`src/rtl/mem_arb_pkg.sv`:
```
// Shared types and constants for the two-port memory arbiter.
package mem_arb_pkg;

  typedef enum logic [1:0] {
    ST_IDLE   = 2'd0,
    ST_ACCESS = 2'd1,
    ST_DONE   = 2'd2
  } state_e;

  localparam logic PORT0 = 1'b0;
  localparam logic PORT1 = 1'b1;

  localparam int MEM_LATENCY_MIN = 1;
  localparam int MEM_LATENCY_MAX = 15;

endpackage

```
`src/rtl/arb_rr2.sv`:
```
// Two-way round-robin grant; the last-served pointer only moves when a grant is taken.
module arb_rr2
  import mem_arb_pkg::*;
(
  input  logic       clk,
  input  logic       rst,
  input  logic [1:0] req,
  input  logic       take,
  output logic       gnt_vld,
  output logic       gnt
);

  logic last_q, last_d;

  always_comb begin
    gnt_vld = |req;
    if (&req) gnt = ~last_q;
    else      gnt = req[1] ? PORT1 : PORT0;
    last_d = last_q;
    if (take && gnt_vld) last_d = gnt;
  end

  // Port 1 counts as last served out of reset so port 0 wins the first tie.
  always_ff @(posedge clk) begin
    if (rst) last_q <= PORT1;
    else     last_q <= last_d;
  end

endmodule

```
`src/rtl/mem_arbiter.sv`:
```
// Arbitrates instruction-fetch (port 0) and load/store (port 1) onto one
// fixed-latency memory: IDLE -> ACCESS (MEM_LATENCY cycles) -> DONE (ack).
module mem_arbiter
  import mem_arb_pkg::*;
#(
  parameter int MEM_LATENCY = 2,
  parameter int DATA_W      = 32
) (
  input  logic              iClk,
  input  logic              iRst,
  input  logic              iReq0,
  input  logic              iWe0,
  input  logic [DATA_W-1:0] iAddr0,
  input  logic [DATA_W-1:0] iWData0,
  output logic              oAck0,
  output logic [DATA_W-1:0] oRData0,
  input  logic              iReq1,
  input  logic              iWe1,
  input  logic [DATA_W-1:0] iAddr1,
  input  logic [DATA_W-1:0] iWData1,
  output logic              oAck1,
  output logic [DATA_W-1:0] oRData1,
  output logic [DATA_W-1:0] oMemAddr,
  output logic [DATA_W-1:0] oMemData,
  input  logic [DATA_W-1:0] iMemData,
  output logic              oMemRead,
  output logic              oMemWrite,
  output logic              oBusy
);

  localparam int CW = $clog2(MEM_LATENCY + 1);

  if (MEM_LATENCY < MEM_LATENCY_MIN || MEM_LATENCY > MEM_LATENCY_MAX) begin : g_bad_latency
    $error("mem_arbiter: MEM_LATENCY outside 1..15");
  end

  state_e            state_q, state_d;
  logic [CW-1:0]     cnt_q, cnt_d;
  logic [DATA_W-1:0] addr_q, addr_d;
  logic [DATA_W-1:0] wdata_q, wdata_d;
  logic              we_q, we_d;
  logic              port_q, port_d;
  logic              mem_rd_q, mem_rd_d;
  logic              mem_wr_q, mem_wr_d;
  logic              ack0_q, ack0_d;
  logic              ack1_q, ack1_d;
  logic [DATA_W-1:0] rdata0_q, rdata0_d;
  logic [DATA_W-1:0] rdata1_q, rdata1_d;

  logic gnt_vld, gnt, take;

  arb_rr2 u_arb (
    .clk     (iClk),
    .rst     (iRst),
    .req     ({iReq1, iReq0}),
    .take    (take),
    .gnt_vld (gnt_vld),
    .gnt     (gnt)
  );

  always_comb begin
    state_d  = state_q;
    cnt_d    = cnt_q;
    addr_d   = addr_q;
    wdata_d  = wdata_q;
    we_d     = we_q;
    port_d   = port_q;
    mem_rd_d = mem_rd_q;
    mem_wr_d = mem_wr_q;
    ack0_d   = 1'b0;
    ack1_d   = 1'b0;
    rdata0_d = rdata0_q;
    rdata1_d = rdata1_q;
    take     = 1'b0;
    case (state_q)
      ST_IDLE: begin
        if (gnt_vld) begin
          take     = 1'b1;
          port_d   = gnt;
          addr_d   = (gnt == PORT1) ? iAddr1  : iAddr0;
          wdata_d  = (gnt == PORT1) ? iWData1 : iWData0;
          we_d     = (gnt == PORT1) ? iWe1    : iWe0;
          mem_rd_d = ~we_d;
          mem_wr_d = we_d;
          cnt_d    = CW'(MEM_LATENCY);
          state_d  = ST_ACCESS;
        end
      end
      ST_ACCESS: begin
        cnt_d = cnt_q - CW'(1);
        // Last strobe cycle: capture read data so it is valid alongside the ack.
        if (cnt_q == CW'(1)) begin
          mem_rd_d = 1'b0;
          mem_wr_d = 1'b0;
          if (!we_q) begin
            if (port_q == PORT1) rdata1_d = iMemData;
            else                 rdata0_d = iMemData;
          end
          if (port_q == PORT1) ack1_d = 1'b1;
          else                 ack0_d = 1'b1;
          state_d = ST_DONE;
        end
      end
      ST_DONE: state_d = ST_IDLE;
      default: state_d = ST_IDLE;
    endcase
  end

  always_ff @(posedge iClk) begin
    if (iRst) begin
      state_q  <= ST_IDLE;
      cnt_q    <= '0;
      addr_q   <= '0;
      wdata_q  <= '0;
      we_q     <= 1'b0;
      port_q   <= PORT0;
      mem_rd_q <= 1'b0;
      mem_wr_q <= 1'b0;
      ack0_q   <= 1'b0;
      ack1_q   <= 1'b0;
      rdata0_q <= '0;
      rdata1_q <= '0;
    end else begin
      state_q  <= state_d;
      cnt_q    <= cnt_d;
      addr_q   <= addr_d;
      wdata_q  <= wdata_d;
      we_q     <= we_d;
      port_q   <= port_d;
      mem_rd_q <= mem_rd_d;
      mem_wr_q <= mem_wr_d;
      ack0_q   <= ack0_d;
      ack1_q   <= ack1_d;
      rdata0_q <= rdata0_d;
      rdata1_q <= rdata1_d;
    end
  end

  assign oMemAddr  = (state_q == ST_ACCESS) ? addr_q : '0;
  assign oMemData  = mem_wr_q ? wdata_q : '0;
  assign oMemRead  = mem_rd_q;
  assign oMemWrite = mem_wr_q;
  assign oAck0     = ack0_q;
  assign oAck1     = ack1_q;
  assign oRData0   = rdata0_q;
  assign oRData1   = rdata1_q;
  assign oBusy     = (state_q != ST_IDLE);

endmodule

```
`config.mk`:
```
export PLATFORM = sky130hd
export DESIGN_NAME = mem_arbiter
export DESIGN_NICKNAME = d
export VERILOG_FILES = /design/src/rtl/mem_arb_pkg.sv /design/src/rtl/arb_rr2.sv /design/src/rtl/mem_arbiter.sv
export SDC_FILE = /design/constraint.sdc
export NUM_CORES = 1
export LEC_CHECK = 0
export CAP_MARGIN = 20
export CORE_ASPECT_RATIO = 0.6
export CORE_MARGIN = 5
export CORE_UTILIZATION = 45
export DETAILED_ROUTE_END_ITERATION = 10
export GPL_TIMING_DRIVEN = 1
export PLACE_DENSITY_LB_ADDON = 0.2
export REMOVE_ABC_BUFFERS = 1
export SYNTH_ARGS = -nofsm -noshare
export SYNTH_HDL_FRONTEND = slang
export SYNTH_HIERARCHICAL = 1
export SYNTH_SLANG_ARGS = --single-unit
```
`constraint.sdc`:
```
create_clock -name iClk -period 3.76 [get_ports iClk]
set_clock_uncertainty 0.1 [all_clocks]
set_input_delay 1.128 -clock iClk [delete_from_list [all_inputs] [get_ports iClk]]
set_output_delay 1.128 -clock iClk [all_outputs]
set_load 0.01 [all_outputs]
```
---- Word level (Yosys, flattened, before mapping) ----
Index checks and enable logic that the tools add are counted.
Widths: inputs -> output; s select.
storage, ports and cells
  flip-flop bits (word level) ............. 139
  input bits .............................. 166
  output and inout port bits .............. 133
cells by class
  $add $sub $neg .......................... 1
  equality and inequality tests ........... 4
  muxes and demuxes ....................... 21
  bitwise logic cells ..................... 6
  reduce and logical (&&, ||, !) cells .... 13
operators by type and width
  cell                 number
  $mux 32              4
  $mux 1               10
  $pmux 2 s2           2
  $reduce_and 2->1     4
  $reduce_and 4->1     2
  $mux 2               3
  $not 1->1            6
  $eq 2x1->1 const B   2
  $ne 2x2->1 const B   2
  $pmux 1 s2           2
  $reduce_bool 2->1    2
  $reduce_and 3->1     1
  $reduce_or 3->1      1
  $logic_not 2->1      1
  $reduce_or 2->1      1
  $sub 2x1->2 const B  1
  $logic_and 1x1->1    1

---- Logic depth before layout (Yosys ltp) ----
Gate-level depths: netlist of run 1.
  depth in word-level cells ............... 6
  depth in mapped cells ................... 8
  mapped depth without buffers ............ 5

---- Modules after synthesis ----
Netlist of run 1, hierarchy kept.
by module, submodules not included
  module       instances  cells an instance  area an instance (µm²)  sequential area each (µm²)
  mem_arbiter  1          639                6388.6                  2762.6
  arb_rr2      1          6                  56.3                    20.0

---- Worst setup path after synthesis of run 1 ----
OpenSTA, ideal clock, no wires.
  kind .................................... input -> register
  start ................................... in iReq1
  end ..................................... reg u_arb.last_q
  arrival time ............................ 2282 ps
  slack ................................... 1258 ps
  stages on the path ...................... 8
  path buffers ............................ 3
  path through ............................ or2_2 or3b_1 buf_6 inv_6 buf_8 buf_4 and3_1 o21bai_2
between the ends
  longest elaborated chain between the ends .. 4
  elaborated cells between the ends (all ways) .. 7
RTL lines
  element               RTL line           text
  from (decl)           mem_arbiter.sv:17  input logic iReq1,
  $reduce_or 2->1       arb_rr2.sv:16      gnt_vld = |req;
  $mux 1                mem_arbiter.sv:77  if (gnt_vld) begin
  $mux 1                mem_arbiter.sv:75  case (state_q)
  via take              mem_arbiter.sv:50  logic gnt_vld, gnt, take;
  $logic_and 1x1->1     arb_rr2.sv:20      if (take && gnt_vld) last_d = gnt;
  to (signal assigned)  arb_rr2.sv:26      else last_q <= last_d;
  to (decl)             arb_rr2.sv:13      logic last_q, last_d;
The timed path passes the listed nets, and every way through them passes these cells.
A chain may end at the register's enable or synchronous reset.

---- Worst setup path after layout of run 1 ----
  start ................................... reg mem_wr_q, in the netlist oMemWrite
  end ..................................... out oMemData[21]
between the ends
  longest elaborated chain between the ends .. 1
RTL lines
  element                 RTL line            text
  from (decl)             mem_arbiter.sv:44   logic mem_wr_q, mem_wr_d;
  from (signal assigned)  mem_arbiter.sv:131  mem_wr_q <= mem_wr_d;
  $mux 32                 mem_arbiter.sv:140  assign oMemData = mem_wr_q ? wdata_q : '0;
  to (decl)               mem_arbiter.sv:24   output logic [DATA_W-1:0] oMemData,
No other way between the ends.

==> metrics.cfg, run 1 <==
[global_routing]
antenna_found_initial = 0
grt_max_degree = 79
grt_usage_pct = 21.6
grt_pass1_wl_mm = 28.9
grt_pass1_vias = 5728
grt-ovfl-total = 0

[clocking]
cts_buffer_depth = 2
cts_htree_levels = 4
holdBufCountCts = 0
cts_sinks = 139
clkTransAtPathRegs_ps = 60
cts-resized-gates = 0
cts_buffers = 17
clk_latency_ps = 400
cts_tree = done
cts_setup_buffers = 0
root_buffer = clkbuf_16

[floorplanning]
std_cell_rows = 33
initial_core_util_pct = 46.6
die_w_um = 165
die_area_sq_mm = 0.0169
pin_count = 299
core_area_sq_mm = 0.0138
die_h_um = 103

[timing]
setup_slack_ps = 445
period_minus_slack_ps = 3310
tightest_slew_ps = 580
rsz0062_at_grt = no
max_slew_margin_pct = 61.3
finalSetupViolations = 0
fin_crit_sh_pct = 88.2
finalHoldViolCount = 0
slew_viol_final = 0
fmax_mhz = 302
setup_tns_ps = 0

[final_layout]
final_cell_count_no_fill = 1125
fin_area_sq_mm = 0.0102
layout.nets = 1088
area_delta_synth_final_pct = 58.2
layout-drive-gt1-share_pct = 8.04
final_cell_mix = clkdlybuf4s50_1, dfxtp_1, mux2i_1
diodes = 0
fill_cells = 978
layout_commonest_cell = clkdlybuf4s50_1
regArea_sq_mm = 0.00278
multi_input_area_sq_mm = 0.00336

[yosys]
seq_area_frac_synth_pct = 43.2
ys_ff_latch = 139
ys.flop_type = dfxtp_1
avgSynthCellArea_sq_um = 9.99
netlist_area_sq_mm = 0.00644
yosysWarnings = 6
synth.distinct_cells = 31
synth_top_cell_by_area = dfxtp_1
netlist_instances = 645
synthArstFlopShare_pct = 0
synth_area_leaders = dfxtp_1, mux2i_1, nand2b_1, and2_1, a211oi_1
synth_top_area_share_pct = 43.2
synth_edf_count = 0

[placed_design]
gp_congestion = 0.817
dpl.hpwl_mm = 14.4
placement.io_buffers = 298
dp_cells = 1094
place_area_sq_mm = 0.00953
place_ws_ps = 367

[pwr]
p_switching_mw = 0.977
p_seq_share_pct = 38.7
switching_share_pct = 23.3
power_frac_comb_pct = 17.1
p_int_mw = 3.23
power_frac_clock_pct = 44.2
peakVddDrop_uv = 311
power_density_mw_per_mm2 = 412
p_leak_nw = 3.99

[worst_setup_path]
start_kind = flip-flop
cpPeakStageDelay_ps = 670
end_kind = output pin
worstPathRequired_ps = 2530
cp_slowest_cell = dfxtp_1
r2r_end = oRData1[10]
worstPathArrival_ps = 2090
crit_type = reg2out
rr_worst_depth = 6
path_cells = buf_4, and2_1, clkdlybuf4s50_1
path_max_fanout = 19
rrSetupSlack_ps = 1720
r2r-start = cnt_q[1]

[hold_path]
hold_depth = 2
min-delay-start = oMemRead
whs_endpoint = oMemRead
min_path_type = reg2reg

[route]
wl_per_cell_um = 16.8
post_drt_via_cell_ratio = 4.88
wl_mm = 19.0
drt_iter0_drc = 217
drc_errors = 0
detail-route-antenna-nets = 0
vias = 5491
dr.pass1.iters = 4

[run_status]
status = finished, final reports clean

[flow_run]
maxCapViolCount = 0

[worst max-delay path by stage]
stage | startpoint | end | slack (ps) | depth (start not counted)
2_1_floorplan | iReq1 | we_q | -5580 | 4
3_3_place_gp | iReq0 | wdata_q[18] | 480 | 7
3_5_place_dp | iReq0 | wdata_q[23] | 370 | 7
4_1_cts | oMemWrite | oMemData[21] | 420 | 3
5_1_grt | oMemWrite | oMemData[21] | 320 | 3
6_report | oMemWrite | oMemData[21] | 450 | 3
[final cells by class]
type	instances	area share, %
clock buffers	21	4.71
repair buffers	310	30.7
well taps	192	2.36
clock inverters	10	1.83
inverters	2	0.123
flip-flops and latches	139	27.3
multi-input cells	451	32.9
[metrics by stage]
| stage | hold WS, ps | util, % | power (mW) |
|---|---|---|---|
| final | 372 | 73.7 | 4.20 |
| after detailed placement | 366 | 68.9 | 2.38 |
| after global routing | 402 | 73.7 | 4.38 |
| after floorplan | 346 | - | 2.01 |
| after CTS | 373 | 73.7 | 4.25 |
| after global placement | 359 | 68.7 | 2.35 |
[flip-flops by register name, summed over array words and instances, names as in the netlist]
signal / flops
addr_q: 32
oAck1: 1
we_q: 1
cnt_q: 2
port_q: 1
state_q: 2
oAck0: 1
wdata_q: 32
oMemWrite: 1
oRData1: 32
oMemRead: 1
oRData0: 32
u_arb/last_q: 1
[power groups by stage]
stage | clock [mW] | combinational [mW] | sequential [mW]
final | 1.86 | 0.719 | 1.62
after global routing | 1.97 | 0.781 | 1.63
after CTS | 1.90 | 0.727 | 1.62
after floorplan | 0 | 0.366 | 1.64
after detailed placement | 0 | 0.723 | 1.66
after global placement | 0 | 0.698 | 1.65
[Yosys cell counts, types with 2 or more instances]
cell type  count
buf_2         18
and2_1        65
buf_8          3
or2_2          3
mux2i_1      128
or3b_1         2
nand2b_1      98
nor2b_1        2
nor2_1        67
nand3_1        3
nand2_1        3
a211oi_1      44
clkbuf_1      21
a21oi_1        5
buf_4          7
buf_6          4
dfxtp_1      139
a211oi_2      20
[worst max-delay path: cells and delay by family (launching register included)]
family                 cells  cell delay [ps]
flip-flops                 1              670
AND/OR/NAND/NOR            1              160
buffers and inverters      2              840
[cells by family (layout without fill, tap and decap cells)]
group | Yosys count | in the layout | synth area share, %
flops | 139 | 139 | 43.2
buf+inv | 55 | 343 | 5.03
compound gates | 73 | 73 | 9.90
simple gates | 248 | 248 | 21.6
fa+ha+maj | 1 | 1 | 0.194
mux | 129 | 129 | 20.1
[routing by layer]
metal | vias up | track usage, % | routed length (um)
li1 | 2739 | - | -
met1 | 2529 | 23.2 | 7310
met2 | 199 | 39.9 | 9550
met3 | 24 | 7.95 | 1750
met4 | 0 | 6.77 | 345
met5 | - | 0 | 0
Power figures use the tool's default switching activity.
==> run 2, diff against run 1 <==
--- a/config.mk
+++ b/config.mk
@@ -7,7 +7,7 @@
 export LEC_CHECK = 0
 export CAP_MARGIN = 20
 export CORE_ASPECT_RATIO = 0.6
-export CORE_MARGIN = 5
+export CORE_MARGIN = 8
 export CORE_UTILIZATION = 45
 export DETAILED_ROUTE_END_ITERATION = 10
 export GPL_TIMING_DRIVEN = 1
==> run 2 against run 1 <==
Against the previous run: critical path depth rose by 1; die area is 9.7% higher; global-route usage is 1.1 points lower; worst setup slack improved by 65 ps; wire length rose by 3.7%; register-to-register slack worse by 50 ps; core utilization shrank 2.2 points; maximum frequency grew 2.0%; hold slack lost 2.7 ps.
==> metrics.cfg, run 2 (same netlist as run 1, synthesis figures left out) <==
[run_status]
status = finished, final reports clean

[route]
met1_length_mm = 7.98
drt_iter0_drc = 229
drc_errors = 0
vias = 5495
post_drt_via_cell_ratio = 4.85
detail-route-antenna-nets = 0
wl_per_cell_um = 17.3
wl_mm = 19.6
routed.top_layer = met4
wl_met2_mm = 9.79
dr.pass1.iters = 6
dr_wl_met3_mm = 1.72

[worst_setup_path]
worstPathRequired_ps = 2530
worstSetupStartpoint = state_q[0]
start_kind = flip-flop
r2r-start = cnt_q[0]
path_max_fanout = 33
end_kind = output pin
worstPathArrival_ps = 2020
crit_type = reg2out

[hold_path]
min-delay-start = oRData0[1]
min_path_type = reg2reg

[timing]
rsz0062_at_grt = no
slew_viol_final = 0
finalSetupViolations = 0
period_minus_slack_ps = 3250
finalHoldViolCount = 0
setup_tns_ps = 0
setup_slack_ps = 510
fin_crit_sh_pct = 86.4
tightest_slew_ps = 588
fmax_mhz = 308
max_slew_margin_pct = 60.8

[placed_design]
dp_cells = 1100
gp_congestion = 0.826
placement.io_buffers = 298
dpl.hpwl_mm = 15.0
place_ws_ps = 402

[pwr]
power_density_mw_per_mm2 = 410
p_leak_nw = 3.98
p_total_mw = 4.18
peakVddDrop_uv = 319

[clocking]
holdBufCountCts = 0
cts_setup_buffers = 0
cts_sinks = 139
cts_tree = done
cts_htree_levels = 4
cts_buffer_depth = 2
cts_buffers = 17
root_buffer = clkbuf_16
cts-resized-gates = 0
clkTransAtPathRegs_ps = 50
clk_latency_ps = 400

[global_routing]
grt_pass1_vias = 5849
grt-ovfl-total = 0
grt_usage_pct = 20.5
antenna_found_initial = 0
grt_pass1_wl_mm = 30.5
grt_max_degree = 77

[final_layout]
layout.nets = 1088
multi_input_area_sq_mm = 0.00336
area_delta_synth_final_pct = 58.2
final_cell_count_no_fill = 1133
layout-drive-gt1-share_pct = 7.92
final_cell_mix = clkdlybuf4s50_1, dfxtp_1, mux2i_1
layout_commonest_cell = clkdlybuf4s50_1
fill_cells = 1060
regArea_sq_mm = 0.00278
final_core_util_pct = 71.5

[floorplanning]
pin_count = 299
die_w_um = 171
core_area_sq_mm = 0.0143
std_cell_rows = 34
die_area_sq_mm = 0.0185
initial_core_util_pct = 45.2
die_h_um = 109

[flow_run]
maxCapViolCount = 0

-- run 2: changes by cell type in the layout (fill, tap and decap cells not counted), sizes merged --
cell	previous run	this run
inv	3	6
clkinv	4	2
clkinvlp	0	2
diode	0	1
clkbuf	21	19
-- run 2: path summary, 6_finish.rpt --
| path | end | slack, ps | cells past startpoint |
|---|---|---|---|
| max | oMemAddr[23] | 510 | 4 |
| min | oRData0[1] | 370 | 2 |
| max reg2reg | oRData1[29] | 1670 | 5 |
| min reg2reg | oRData0[1] | 370 | 2 |
-- run 2: routing by layer --
metal	GRT usage, %	up-vias
li1	-	2752
met1	22.2	2556
met2	37.5	175
met3	7.85	12
met4	4.80	0
met5	0	-
-- run 2: area by class of cell --
class | instances | share of cell area (%)
antenna | 1 | 0.0245
multi-input combinational | 451 | 32.9
inverter | 2 | 0.123
tap | 198 | 2.43
sequential | 139 | 27.3
clock inverter | 13 | 2.10
clock buffer | 19 | 4.25
timing repair buffer | 310 | 30.9
-- run 2: stage by stage --
step                      hold WS (ps)  cell area [sq um]
after floorplan                    346               6130
after global placement             359               9530
after detailed placement           362               9550
after CTS                          374              10200
after global routing               392              10200
final                              370              10200
-- run 2: critical path, cell delays in order, from the launching register on --
cell and delay [ps]:
dfxtp_1 430, nor2b_2 170, buf_4 270, and2_1 170
clkdlybuf4s50_1 570
-- run 2: where the power goes --
part | leakage (nW) | internal, mW | switching [mW]
clock | 0.309 | 1.19 | 0.648
combinational | 2.53 | 0.408 | 0.315
sequential | 1.14 | 1.57 | 0.0513
total | 3.98 | 3.17 | 1.01
==> run 3, diff against run 2 <==
--- a/config.mk
+++ b/config.mk
@@ -8,8 +8,9 @@
 export CAP_MARGIN = 20
 export CORE_ASPECT_RATIO = 0.6
 export CORE_MARGIN = 8
-export CORE_UTILIZATION = 45
+export CORE_UTILIZATION = 34
 export DETAILED_ROUTE_END_ITERATION = 10
+export DONT_BUFFER_PORTS = 1
 export GPL_TIMING_DRIVEN = 1
 export PLACE_DENSITY_LB_ADDON = 0.2
 export REMOVE_ABC_BUFFERS = 1
==> run 3 against run 2 <==
Against the previous run: flip-flop and latch count stayed put; critical path depth is 3 lower; combinational power is 44% lower; critical path type unchanged; clock-buffer cell count stayed put; design area is 30% lower; sequential power hardly changed; final cell count is 23% lower; via count is 20% lower.
==> metrics.cfg, run 3 (same netlist as run 1, synthesis figures left out) <==
[floorplanning]
initial_core_util_pct = 34.3
die_h_um = 123
pin_count = 299
core_area_sq_mm = 0.0188
std_cell_rows = 39
die_w_um = 194
die_area_sq_mm = 0.0238

[placed_design]
dpl.hpwl_mm = 11.8
gp_congestion = 0.712
placement.io_buffers = 0
place_area_sq_mm = 0.00654

[worst_setup_path]
cp_top_family = flip-flops
worstPathRequired_ps = 2530
worstPathArrival_ps = 1730
r2r_end = wdata_q[27]
path_max_fanout = 34
cp_slowest_cell = dfxtp_1
rrSetupSlack_ps = 1730
crit_buf_inv = 0
r2r-start = state_q[1]
crit_type = reg2out
rr_worst_depth = 5
cpPeakStageDelay_ps = 990
end_kind = output pin
path_cells = and2_1
start_kind = flip-flop

[clocking]
cts-resized-gates = 0
cts_sinks = 139
cts_buffers = 17
cts_tree = done
clk_latency_ps = 410
root_buffer = clkbuf_16
clkTransAtPathRegs_ps = 60
cts_htree_levels = 4
cts_buffer_depth = 2
holdBufCountCts = 0
cts_setup_buffers = 0

[hold_path]
whs_endpoint = cnt_q[0]
min-delay-start = cnt_q[0]
min_path_type = reg2reg
hold_depth = 2

[route]
drt_iter0_drc = 121
detail-route-antenna-nets = 0
dr.pass1.iters = 4
post_drt_via_cell_ratio = 5.02
wl_mm = 16.7
drc_errors = 0
vias = 4397
wl_per_cell_um = 19.1

[final_layout]
diodes = 0
fill_cells = 1816
fin_area_sq_mm = 0.00712
layout-drive-gt1-share_pct = 10.8
layout_commonest_cell = dfxtp_1
layout.nets = 785
area_delta_synth_final_pct = 10.5
final_core_util_pct = 37.9
final_cell_mix = dfxtp_1, mux2i_1, nand2b_1

[global_routing]
grt-ovfl-total = 0
grt_pass1_vias = 4514
grt_max_degree = 171
grt_pass1_wl_mm = 25.9
antenna_found_initial = 0
grt_usage_pct = 13.5

[pwr]
power_density_mw_per_mm2 = 520
p_total_mw = 3.70
peakVddDrop_uv = 321
p_leak_nw = 2.80

[timing]
finalSetupViolations = 0
tightest_slew_ps = 1020
period_minus_slack_ps = 2950
max_slew_margin_pct = 32.0
fin_crit_sh_pct = 78.6
finalHoldViolCount = 0
fmax_mhz = 339
rsz0062_at_grt = no
slew_viol_final = 0

[flow_run]
maxCapViolCount = 0

[run_status]
status = finished, final reports clean

[run 3: stage by stage]
stage	setup TNS (ps)	hold WS [ps]	setup WS (ps)	cells
final	0	387	806	876
after global routing	0	415	632	876
after CTS	0	389	736	876
after detailed placement	0	380	862	845
after global placement	0	362	939	845
after floorplan	-349000	346	-5580	592
[run 3: worst max path at each step]
stage | startpoint | to | slack (ps) | cells after the start
finish | oMemWrite | oMemData[23] | 810 | 1
global route | oMemWrite | oMemData[23] | 630 | 1
CTS | oMemWrite | oMemData[23] | 740 | 1
detailed placement | iReq1 | wdata_q[18] | 860 | 6
global placement | iReq1 | wdata_q[17] | 940 | 6
floorplan | iReq1 | we_q | -5580 | 4
[run 3: area by class of cell]
| class | count | area [sq um] | area share (%) |
|---|---|---|---|
| Multi-Input combinational cell | 451 | 3360 | 47.2 |
| Timing Repair Buffer | 7 | 77.6 | 1.09 |
| Tap cell | 246 | 308 | 4.32 |
| Inverter | 2 | 12.5 | 0.176 |
| Clock inverter | 12 | 138 | 1.93 |
| Sequential cell | 139 | 2780 | 39.1 |
| Clock buffer | 19 | 443 | 6.22 |
[run 3: power by group]
part	switching (mW)	internal [mW]
registers	0.0627	1.57
logic	0.232	0.177
clock network	0.663	0.999
[run 3: worst register-to-register path: stages (launching register included)]
cell and delay, ps:
dfxtp_1 340, or3b_1 550, inv_6 280, buf_4 380, nor2_1 80, a211oi_1 220
[run 3: per-layer routing]
metal  track usage [%]  up-vias  share of wire, %
met5                 0        -                 0
met2              22.0      166                48
met1              16.0     2064                43
li1                  -     2152                 -
met3              5.72       15               8.3
met4              4.74        0               1.4
